[config.mk]
export PLATFORM = sky130hd
export DESIGN_NAME = seq_alu_flat
export DESIGN_NICKNAME = d
export VERILOG_FILES = /design/src/rtl/seq_alu_pkg.sv /design/src/rtl/seq_alu_if.sv /design/src/rtl/seq_alu_mult.sv /design/src/rtl/seq_alu.sv /design/src/flat_wrapper.sv
export SDC_FILE = /design/constraint.sdc
export NUM_CORES = 1
export LEC_CHECK = 0
export ABC_AREA = 0
export BUFFER_PORTS_ARGS = -buffer_cell sky130_fd_sc_hd__buf_2
export CORE_MARGIN = 2
export CORE_UTILIZATION = 64
export CTS_CLUSTER_SIZE = 25
export DETAILED_ROUTE_END_ITERATION = 8
export PLACE_DENSITY = 0.86
export SLEW_MARGIN = 20
export SYNTH_ARGS = -nofsm -noshare
export SYNTH_HDL_FRONTEND = slang
export SYNTH_HIERARCHICAL = 1
export SYNTH_SLANG_ARGS = --single-unit
export TNS_END_PERCENT = 50
[constraint.sdc]
create_clock -name clk -period 5.5 [get_ports clk]
set_input_delay 0.825 -clock clk [delete_from_list [all_inputs] [get_ports clk]]
set_output_delay 0.825 -clock clk [all_outputs]
set_load 0.01 [all_outputs]
[src/rtl/seq_alu_pkg.sv]
// Shared types and the wrap/saturate helper for the sequential ALU.
package alu_pkg;

    localparam int unsigned MAX_W = 32;
    localparam int unsigned P_W   = 64;

    typedef enum logic [1:0] {
        ALU_RA   = 2'b00,
        ALU_RB   = 2'b01,
        ALU_RADD = 2'b10,
        ALU_RMUL = 2'b11
    } alu_func_t;

    typedef enum logic [1:0] {
        IDLE = 2'd0,
        MUL  = 2'd1,
        DONE = 2'd2
    } state_t;

    // Fit a wide signed value into n signed bits; returns {ovf, result} with result in the low n bits.
    function automatic logic [MAX_W:0] sat_trunc(input logic signed [P_W-1:0] p,
                                                 input int unsigned n,
                                                 input logic sat);
        logic signed [P_W-1:0] hi;
        logic signed [P_W-1:0] lo;
        logic signed [P_W-1:0] res;
        logic                  ovf;
        hi  = (64'sd1 <<< (n - 1)) - 64'sd1;
        lo  = -hi - 64'sd1;
        ovf = (p > hi) || (p < lo);
        res = p;
        if (sat && ovf) begin
            res = (p > hi) ? hi : lo;
        end
        return {ovf, MAX_W'(res)};
    endfunction

endpackage

[src/rtl/seq_alu_if.sv]
// Operand/result handshake bundle between the datapath and the ALU.
interface seq_alu_if
    import alu_pkg::*;
#(
    parameter int unsigned N = 8
) ();
    logic         in_valid;
    logic         in_ready;
    logic [N-1:0] a;
    logic [N-1:0] b;
    alu_func_t    func;
    logic         out_valid;
    logic         out_ready;
    logic [N-1:0] result;
    logic         ovf;

    modport master (
        output in_valid, a, b, func, out_ready,
        input  in_ready, out_valid, result, ovf
    );

    modport slave (
        input  in_valid, a, b, func, out_ready,
        output in_ready, out_valid, result, ovf
    );
endinterface

[src/rtl/seq_alu_mult.sv]
// Unsigned N-cycle shift-add multiplier core; product_c is the value the next step will register.
module seq_mult #(
    parameter int unsigned N = 8
) (
    input  logic           clk,
    input  logic           rst_n,
    input  logic           load_i,
    input  logic           step_i,
    input  logic [N-1:0]   mcand_i,
    input  logic [N-1:0]   mplier_i,
    output logic           last_c,
    output logic [2*N-1:0] product_c
);
    localparam int unsigned PW = 2 * N;
    localparam int unsigned CW = (N > 1) ? $clog2(N) : 1;

    logic [N-1:0]  mcand_q, mcand_d;
    logic [PW-1:0] prod_q, prod_d, prod_step;
    logic [CW-1:0] cnt_q, cnt_d;
    logic [N:0]    acc_sum;

    // One iteration: conditional add into the upper half, then shift {acc, multiplier} right.
    always_comb begin
        acc_sum   = {1'b0, prod_q[PW-1:N]} + (prod_q[0] ? {1'b0, mcand_q} : '0);
        prod_step = {acc_sum, prod_q[N-1:1]};
        mcand_d   = mcand_q;
        prod_d    = prod_q;
        cnt_d     = cnt_q;
        if (load_i) begin
            mcand_d = mcand_i;
            prod_d  = {{N{1'b0}}, mplier_i};
            cnt_d   = '0;
        end else if (step_i) begin
            prod_d = prod_step;
            cnt_d  = cnt_q + CW'(1);
        end
    end

    // Multiplier state registers.
    always_ff @(posedge clk or negedge rst_n) begin
        if (!rst_n) begin
            mcand_q <= '0;
            prod_q  <= '0;
            cnt_q   <= '0;
        end else begin
            mcand_q <= mcand_d;
            prod_q  <= prod_d;
            cnt_q   <= cnt_d;
        end
    end

    assign last_c    = (cnt_q == CW'(N - 1));
    assign product_c = prod_step;

endmodule

[src/rtl/seq_alu.sv]
// Multi-cycle ALU: pass-A, pass-B, add and shift-add fixed-point multiply behind a valid/ready handshake.
module seq_alu
    import alu_pkg::*;
#(
    parameter int unsigned N    = 8,
    parameter int unsigned FRAC = N - 1,
    parameter bit          SAT  = 1'b0
) (
    input logic       clk,
    input logic       nReset,
    seq_alu_if.slave  bus
);
    localparam int unsigned PW = 2 * N;

    state_t         state_q, state_d;
    logic [N-1:0]   result_q, result_d;
    logic           ovf_q, ovf_d;
    logic           sign_q, sign_d;
    logic           in_ready_q, in_ready_d;
    logic           out_valid_q, out_valid_d;

    logic           mul_load, mul_step, mul_last;
    logic [PW-1:0]  mul_prod, prod_signed;
    logic [N-1:0]   abs_a, abs_b;
    logic signed [P_W-1:0] add_ext, mul_ext;
    logic [MAX_W:0] add_sat, mul_sat;

    // Magnitudes for the unsigned core; -2^(N-1) maps to 2^(N-1) as an unsigned value.
    always_comb begin
        abs_a = bus.a[N-1] ? (-bus.a) : bus.a;
        abs_b = bus.b[N-1] ? (-bus.b) : bus.b;
    end

    // Sign-restore and scale the final product; widen the add so overflow is visible.
    always_comb begin
        add_ext     = P_W'(signed'(bus.a)) + P_W'(signed'(bus.b));
        prod_signed = sign_q ? (-mul_prod) : mul_prod;
        mul_ext     = P_W'(signed'(prod_signed)) >>> FRAC;
        add_sat     = sat_trunc(add_ext, N, SAT);
        mul_sat     = sat_trunc(mul_ext, N, SAT);
    end

    seq_mult #(.N(N)) u_mult (
        .clk       (clk),
        .rst_n     (nReset),
        .load_i    (mul_load),
        .step_i    (mul_step),
        .mcand_i   (abs_a),
        .mplier_i  (abs_b),
        .last_c    (mul_last),
        .product_c (mul_prod)
    );

    // Next-state, result capture and handshake outputs.
    always_comb begin
        state_d  = state_q;
        result_d = result_q;
        ovf_d    = ovf_q;
        sign_d   = sign_q;
        mul_load = 1'b0;
        mul_step = 1'b0;
        case (state_q)
            IDLE: begin
                if (bus.in_valid) begin
                    state_d = DONE;
                    case (bus.func)
                        ALU_RB: begin
                            result_d = bus.b;
                            ovf_d    = 1'b0;
                        end
                        ALU_RADD: begin
                            result_d = N'(add_sat);
                            ovf_d    = add_sat[MAX_W];
                        end
                        ALU_RMUL: begin
                            mul_load = 1'b1;
                            sign_d   = bus.a[N-1] ^ bus.b[N-1];
                            state_d  = MUL;
                        end
                        default: begin
                            result_d = bus.a;
                            ovf_d    = 1'b0;
                        end
                    endcase
                end
            end
            MUL: begin
                mul_step = 1'b1;
                if (mul_last) begin
                    result_d = N'(mul_sat);
                    ovf_d    = mul_sat[MAX_W];
                    state_d  = DONE;
                end
            end
            DONE: begin
                if (bus.out_ready) begin
                    state_d = IDLE;
                end
            end
            default: state_d = IDLE;
        endcase
        in_ready_d  = (state_d == IDLE);
        out_valid_d = (state_d == DONE);
    end

    // State and registered outputs.
    always_ff @(posedge clk or negedge nReset) begin
        if (!nReset) begin
            state_q     <= IDLE;
            result_q    <= '0;
            ovf_q       <= 1'b0;
            sign_q      <= 1'b0;
            in_ready_q  <= 1'b1;
            out_valid_q <= 1'b0;
        end else begin
            state_q     <= state_d;
            result_q    <= result_d;
            ovf_q       <= ovf_d;
            sign_q      <= sign_d;
            in_ready_q  <= in_ready_d;
            out_valid_q <= out_valid_d;
        end
    end

    assign bus.in_ready  = in_ready_q;
    assign bus.out_valid = out_valid_q;
    assign bus.result    = result_q;
    assign bus.ovf       = ovf_q;

endmodule
[src/flat_wrapper.sv]
// flat-port wrapper written by rule: the top's interface ports become plain ports
module seq_alu_flat import alu_pkg::*;
#(
    parameter int unsigned N    = 8,
    parameter int unsigned FRAC = N - 1,
    parameter bit          SAT  = 1'b0
)
  (clk, nReset, bus_in_valid, bus_a, bus_b, bus_func, bus_out_ready, bus_in_ready, bus_out_valid, bus_result, bus_ovf);
  seq_alu_if #(.N(N)) bus_i ();
  input logic clk;
  input logic nReset;
  input wire logic [$bits(bus_i.in_valid)-1:0] bus_in_valid;
  input wire logic [$bits(bus_i.a)-1:0] bus_a;
  input wire logic [$bits(bus_i.b)-1:0] bus_b;
  input wire logic [$bits(bus_i.func)-1:0] bus_func;
  input wire logic [$bits(bus_i.out_ready)-1:0] bus_out_ready;
  output wire logic [$bits(bus_i.in_ready)-1:0] bus_in_ready;
  output wire logic [$bits(bus_i.out_valid)-1:0] bus_out_valid;
  output wire logic [$bits(bus_i.result)-1:0] bus_result;
  output wire logic [$bits(bus_i.ovf)-1:0] bus_ovf;
  assign bus_i.in_valid = bus_in_valid;
  assign bus_i.a = bus_a;
  assign bus_i.b = bus_b;
  assign bus_i.func = bus_func;
  assign bus_i.out_ready = bus_out_ready;
  assign bus_in_ready = bus_i.in_ready;
  assign bus_out_valid = bus_i.out_valid;
  assign bus_result = bus_i.result;
  assign bus_ovf = bus_i.ovf;
  seq_alu #(.N(N), .FRAC(FRAC), .SAT(SAT)) u_core (.clk(clk), .nReset(nReset), .bus(bus_i));
endmodule
==> flow_summary_export.csv <==
group,metric,value,unit
grt,grt_pass1_wl,12000,um
timing,fin_crit,3460,ps
timing,tightest_slew,1010,ps
synth,avgSynthCellArea,9.23,um^2
timing,fin_hold_ws,480,ps
power_and_ir_drop,power_density,471,nW/um^2
worst_setup_path,crit_chain,"and2_1, ha_1, fa_1, a211oi_2, o21bai_1, a211o_1, and2_2, or3_4, o21ai_0, xnor2_1, nor2_1, o41ai_1",
synth,synth_top_flop_cell,"dfrtp_1",
hold_path,hold_path.class,"flop to flop",
worst_setup_path,crit_path_max_fanout,9,
power_and_ir_drop,p_leak,1.55,nW
floorplanning,ios,33,
synth,synth_edf_count,0,
floorplanning,die_area,5540,um^2
detailed_routing,drt_iter0_drc,298,
worst_setup_path,rr_worst_depth,12,
clock_tree,numCtsBuffers,5,
timing,finalClockSkew,3.43,ps
worst_setup_path,worstSetupPathType,"flop to flop",
clock_tree,cts_tree,"done",
clock_tree,cts_root_buffer,"clkbuf_8",
worst_setup_path,setup.worst_path.end,"u_core/bus.result[7]",
worst_setup_path,rr_endpoint,"u_core/bus.result[7]",
placement,gp_congestion,0.882,
timing,fin_ws,2040,ps
placement,port_buffers,32,
synth,synth_mux_area_share,6.62,%
timing,min_period_over_period,62.8,%
synth,ys_ff_latch,41,
status,status,"complete, no violations",
synth,synth_top_family_by_area,"compound AO/OA/AOI/OAI gates",
cells_and_area,design_area,3370,um^2
synth,synthXorXnorAreaFrac,8.00,%
grt,first_global_vias,2577,
floorplanning,initial_core_util,66.8,%
clock_tree,cts_setup_buffers,0,
worst_setup_path,cp-end-kind,"flop",
synth,synth_compound_area_share,20.6,%
grt,grt-ovfl-total,0,
clock_tree,cts_resized,0,
worst_setup_path,required,5680,ps
detailed_routing,wire_per_inst,16.9,um
timing,hold_violations,0,
worst_setup_path,worst_path_largest_cell_delay,460,ps
synth,ys_async_sr_fraction,100,%
synth,seq_area_frac_synth,32.4,%
detailed_routing,drc,0,
synth,syn_inst,344,
clock_tree,clock_latency,290,ps
clock_tree,ctsHtreeMaxLevel,2,
worst_setup_path,start_kind,"flop",
worst_setup_path,cp.arrival,3630,ps
detailed_routing,drtPass1Iterations,5,
timing,rsz0062_at_grt,"no",
synth,syn_area,3170,um^2
worst_setup_path,rrSetupSlack,2040,ps
worst_setup_path,path_depth,12,
worst_setup_path,critPathSlowestCell,"fa_1",
worst_setup_path,cp_num_buf_inv,0,
cells_and_area,multi_input_area,1950,um^2
worst_setup_path,crit_start,"u_core/u_mult/prod_q[0]",
cells_and_area,final_util,70.9,%
floorplanning,core,4750,um^2
detailed_routing,vias,2691,
power_and_ir_drop,power,1.59,mW
synth,synthSimpleGateAreaFrac,15.8,%
cells_and_area,instances_no_fill,431,
detailed_routing,wirelength,7290,um
synth,synth_nets,391,
timing,maxSlewHeadroom,32.7,%
floorplanning,rows,25,
timing,tns,0,ps
timing,finalMaxSlewViolations,0,
synth,synth.distinct_cells,56,
detailed_routing,vias_per_cell,6.24,
grt,grt_max_degree,42,
placement,placed_area,3290,um^2
worst_setup_path,cpLargestDelayFamily,"compound AO/OA/AOI/OAI gates",
floorplanning,die_h,74.4,um
flow_run,drv_cap,0,
timing,max_freq,289,MHz
floorplanning,chipWidth,74.4,um
clock_tree,cts_sinks,41,
placement,dpl.hpwl,5550,um
grt,grt_use_total,28.6,%
clock_tree,clock_path_buffers,2,
cells_and_area,drive_above_1_share,17.0,%
timing,setup_violations,0,
detailed_routing,drtAntennaViolNets,0,
synth,synth_warnings,6,
grt,antenna_found_initial,0,
synth,synth_fa_ha_area_share,10.3,%
placement,dp.cells,423,
power_and_ir_drop,vdd_ir_drop_max,271,uV
placement,place_ws,2130,ps
clock_tree,ctsHoldBuffers,0,
cells_and_area,regArea,1030,um^2
cells_and_area,final_nets,410,
cells_and_area,fillers,347,
cells_and_area,diodes,0,
cells_and_area,areaGrowthSynthToFinish,6.23,%
clock_tree,path_clk_slew,80,ps
worst_setup_path,r2r_start,"u_core/u_mult/prod_q[0]",
worst min-delay path by stage:
| stage | slack [ps] | endpoint | depth (start not counted) | startpoint |
|---|---|---|---|---|
| after floorplan | 470 | u_core/u_mult/mcand_q[7] | 1 | u_core/u_mult/mcand_q[7] |
| after global placement | 460 | u_core/bus.result[0] | 2 | u_core/bus.result[0] |
| after detailed placement | 470 | u_core/bus.result[0] | 2 | u_core/bus.result[0] |
| after CTS | 480 | u_core/bus.result[0] | 2 | u_core/bus.result[0] |
| after global routing | 510 | u_core/bus.result[5] | 1 | u_core/bus.result[5] |
| final | 480 | u_core/bus.result[0] | 2 | u_core/bus.result[0] |
flip-flops by register name (all words and copies together) (netlist names):
register	flops
u_core/u_mult/prod_q	16
u_core/bus.result	8
u_core/u_mult/mcand_q	8
u_core/u_mult/cnt_q	3
u_core/state_q	2
u_core/bus.in_ready	1
u_core/bus.out_valid	1
u_core/bus.ovf	1
u_core/sign_q	1
placed cells by master (no fill, tap or decap), types with 3 or more instances in the layout:
cell	count
dfrtp_1	40
buf_2	32
o21ai_0	32
nand2_1	29
nor2_1	23
ha_1	23
xnor2_1	18
inv_1	17
a21oi_1	15
mux2i_1	12
xor2_1	11
and2_1	8
mux2_2	8
nor3_1	7
a221oi_1	6
o211ai_1	6
clkbuf_8	5
nand2b_1	5
a211o_1	5
a211oi_1	5
or3_1	4
o31ai_1	4
a21o_2	3
nand4_1	3
cell type report:
type,instances,share of cell area (%)
clock inverter,2,0.297
timing repair buffer,33,4.97
sequential,41,30.5
inverter,17,1.89
tap,67,2.49
multi-input combinational,265,57.7
clock buffer,6,2.15
Yosys cell counts (2+ instances only):
library cell   n  area share, %
and2_1         8            1.6
a221oi_1       6            1.7
xor2_1        11            3.0
buf_2          3           0.47
o21ai_0       32            5.0
and3_1         2           0.39
nand4_1        3           0.59
buf_4          7            1.7
a22o_1         2           0.55
or3_1          4           0.79
fa_1           2            1.3
mux2_2         8            2.8
ha_1          23            9.1
xnor2_1       18            5.0
o31ai_1        4           0.95
mux2i_1       12            3.8
clkbuf_8       2           0.87
nor3_1         7            1.1
a211o_1        5            1.4
a21o_2         3           0.83
or3_4          2           0.71
nand2b_1       5           0.99
inv_1         17            2.0
nor4_2         2           0.79
nand2_1       29            3.4
a211oi_1       5            1.2
or2_1          2           0.39
dfrtp_1       40             32
o211ai_1       6            1.4
nor2_1        23            2.7
o21bai_1       2           0.47
clkbuf_1       8           0.95
a21oi_1       15            2.4
o41ai_1        2           0.55
a31oi_1        2           0.39
a21o_1         2           0.47
layer usage:
| layer | routed length [um] | track usage, % | vias to the layer above |
|---|---|---|---|
| li1 | - | - | 1268 |
| met1 | 3190 | 37.7 | 1278 |
| met2 | 3460 | 46.8 | 125 |
| met3 | 447 | 4.61 | 20 |
| met4 | 199 | 12.1 | 0 |
| met5 | 0 | 0 | - |
worst register-to-register path: stages (launching register included):
cell and delay [ps]:
dfrtp_1 440, and2_1 170, ha_1 210, fa_1 460, a211oi_2 300, o21bai_1 120, a211o_1 310, and2_2 210
or3_4 410, o21ai_0 220, xnor2_1 150, nor2_1 70, o41ai_1 270
kinds of logic after synthesis:
kind of cell | Yosys count
mux | 20
buf+inv | 38
simple gates | 96
xor+xnor | 29
fa+ha+maj | 25
compound gates | 95
flops | 41
where the power goes:
group | switching, mW | internal (mW) | total (mW) | leakage (nW)
combinational | 0.495 | 0.370 | 0.865 | 0.994
sequential | 0.0968 | 0.437 | 0.534 | 0.515
clock | 0.101 | 0.0880 | 0.189 | 0.0450
Note: power is estimated with default switching activity, not from simulation.
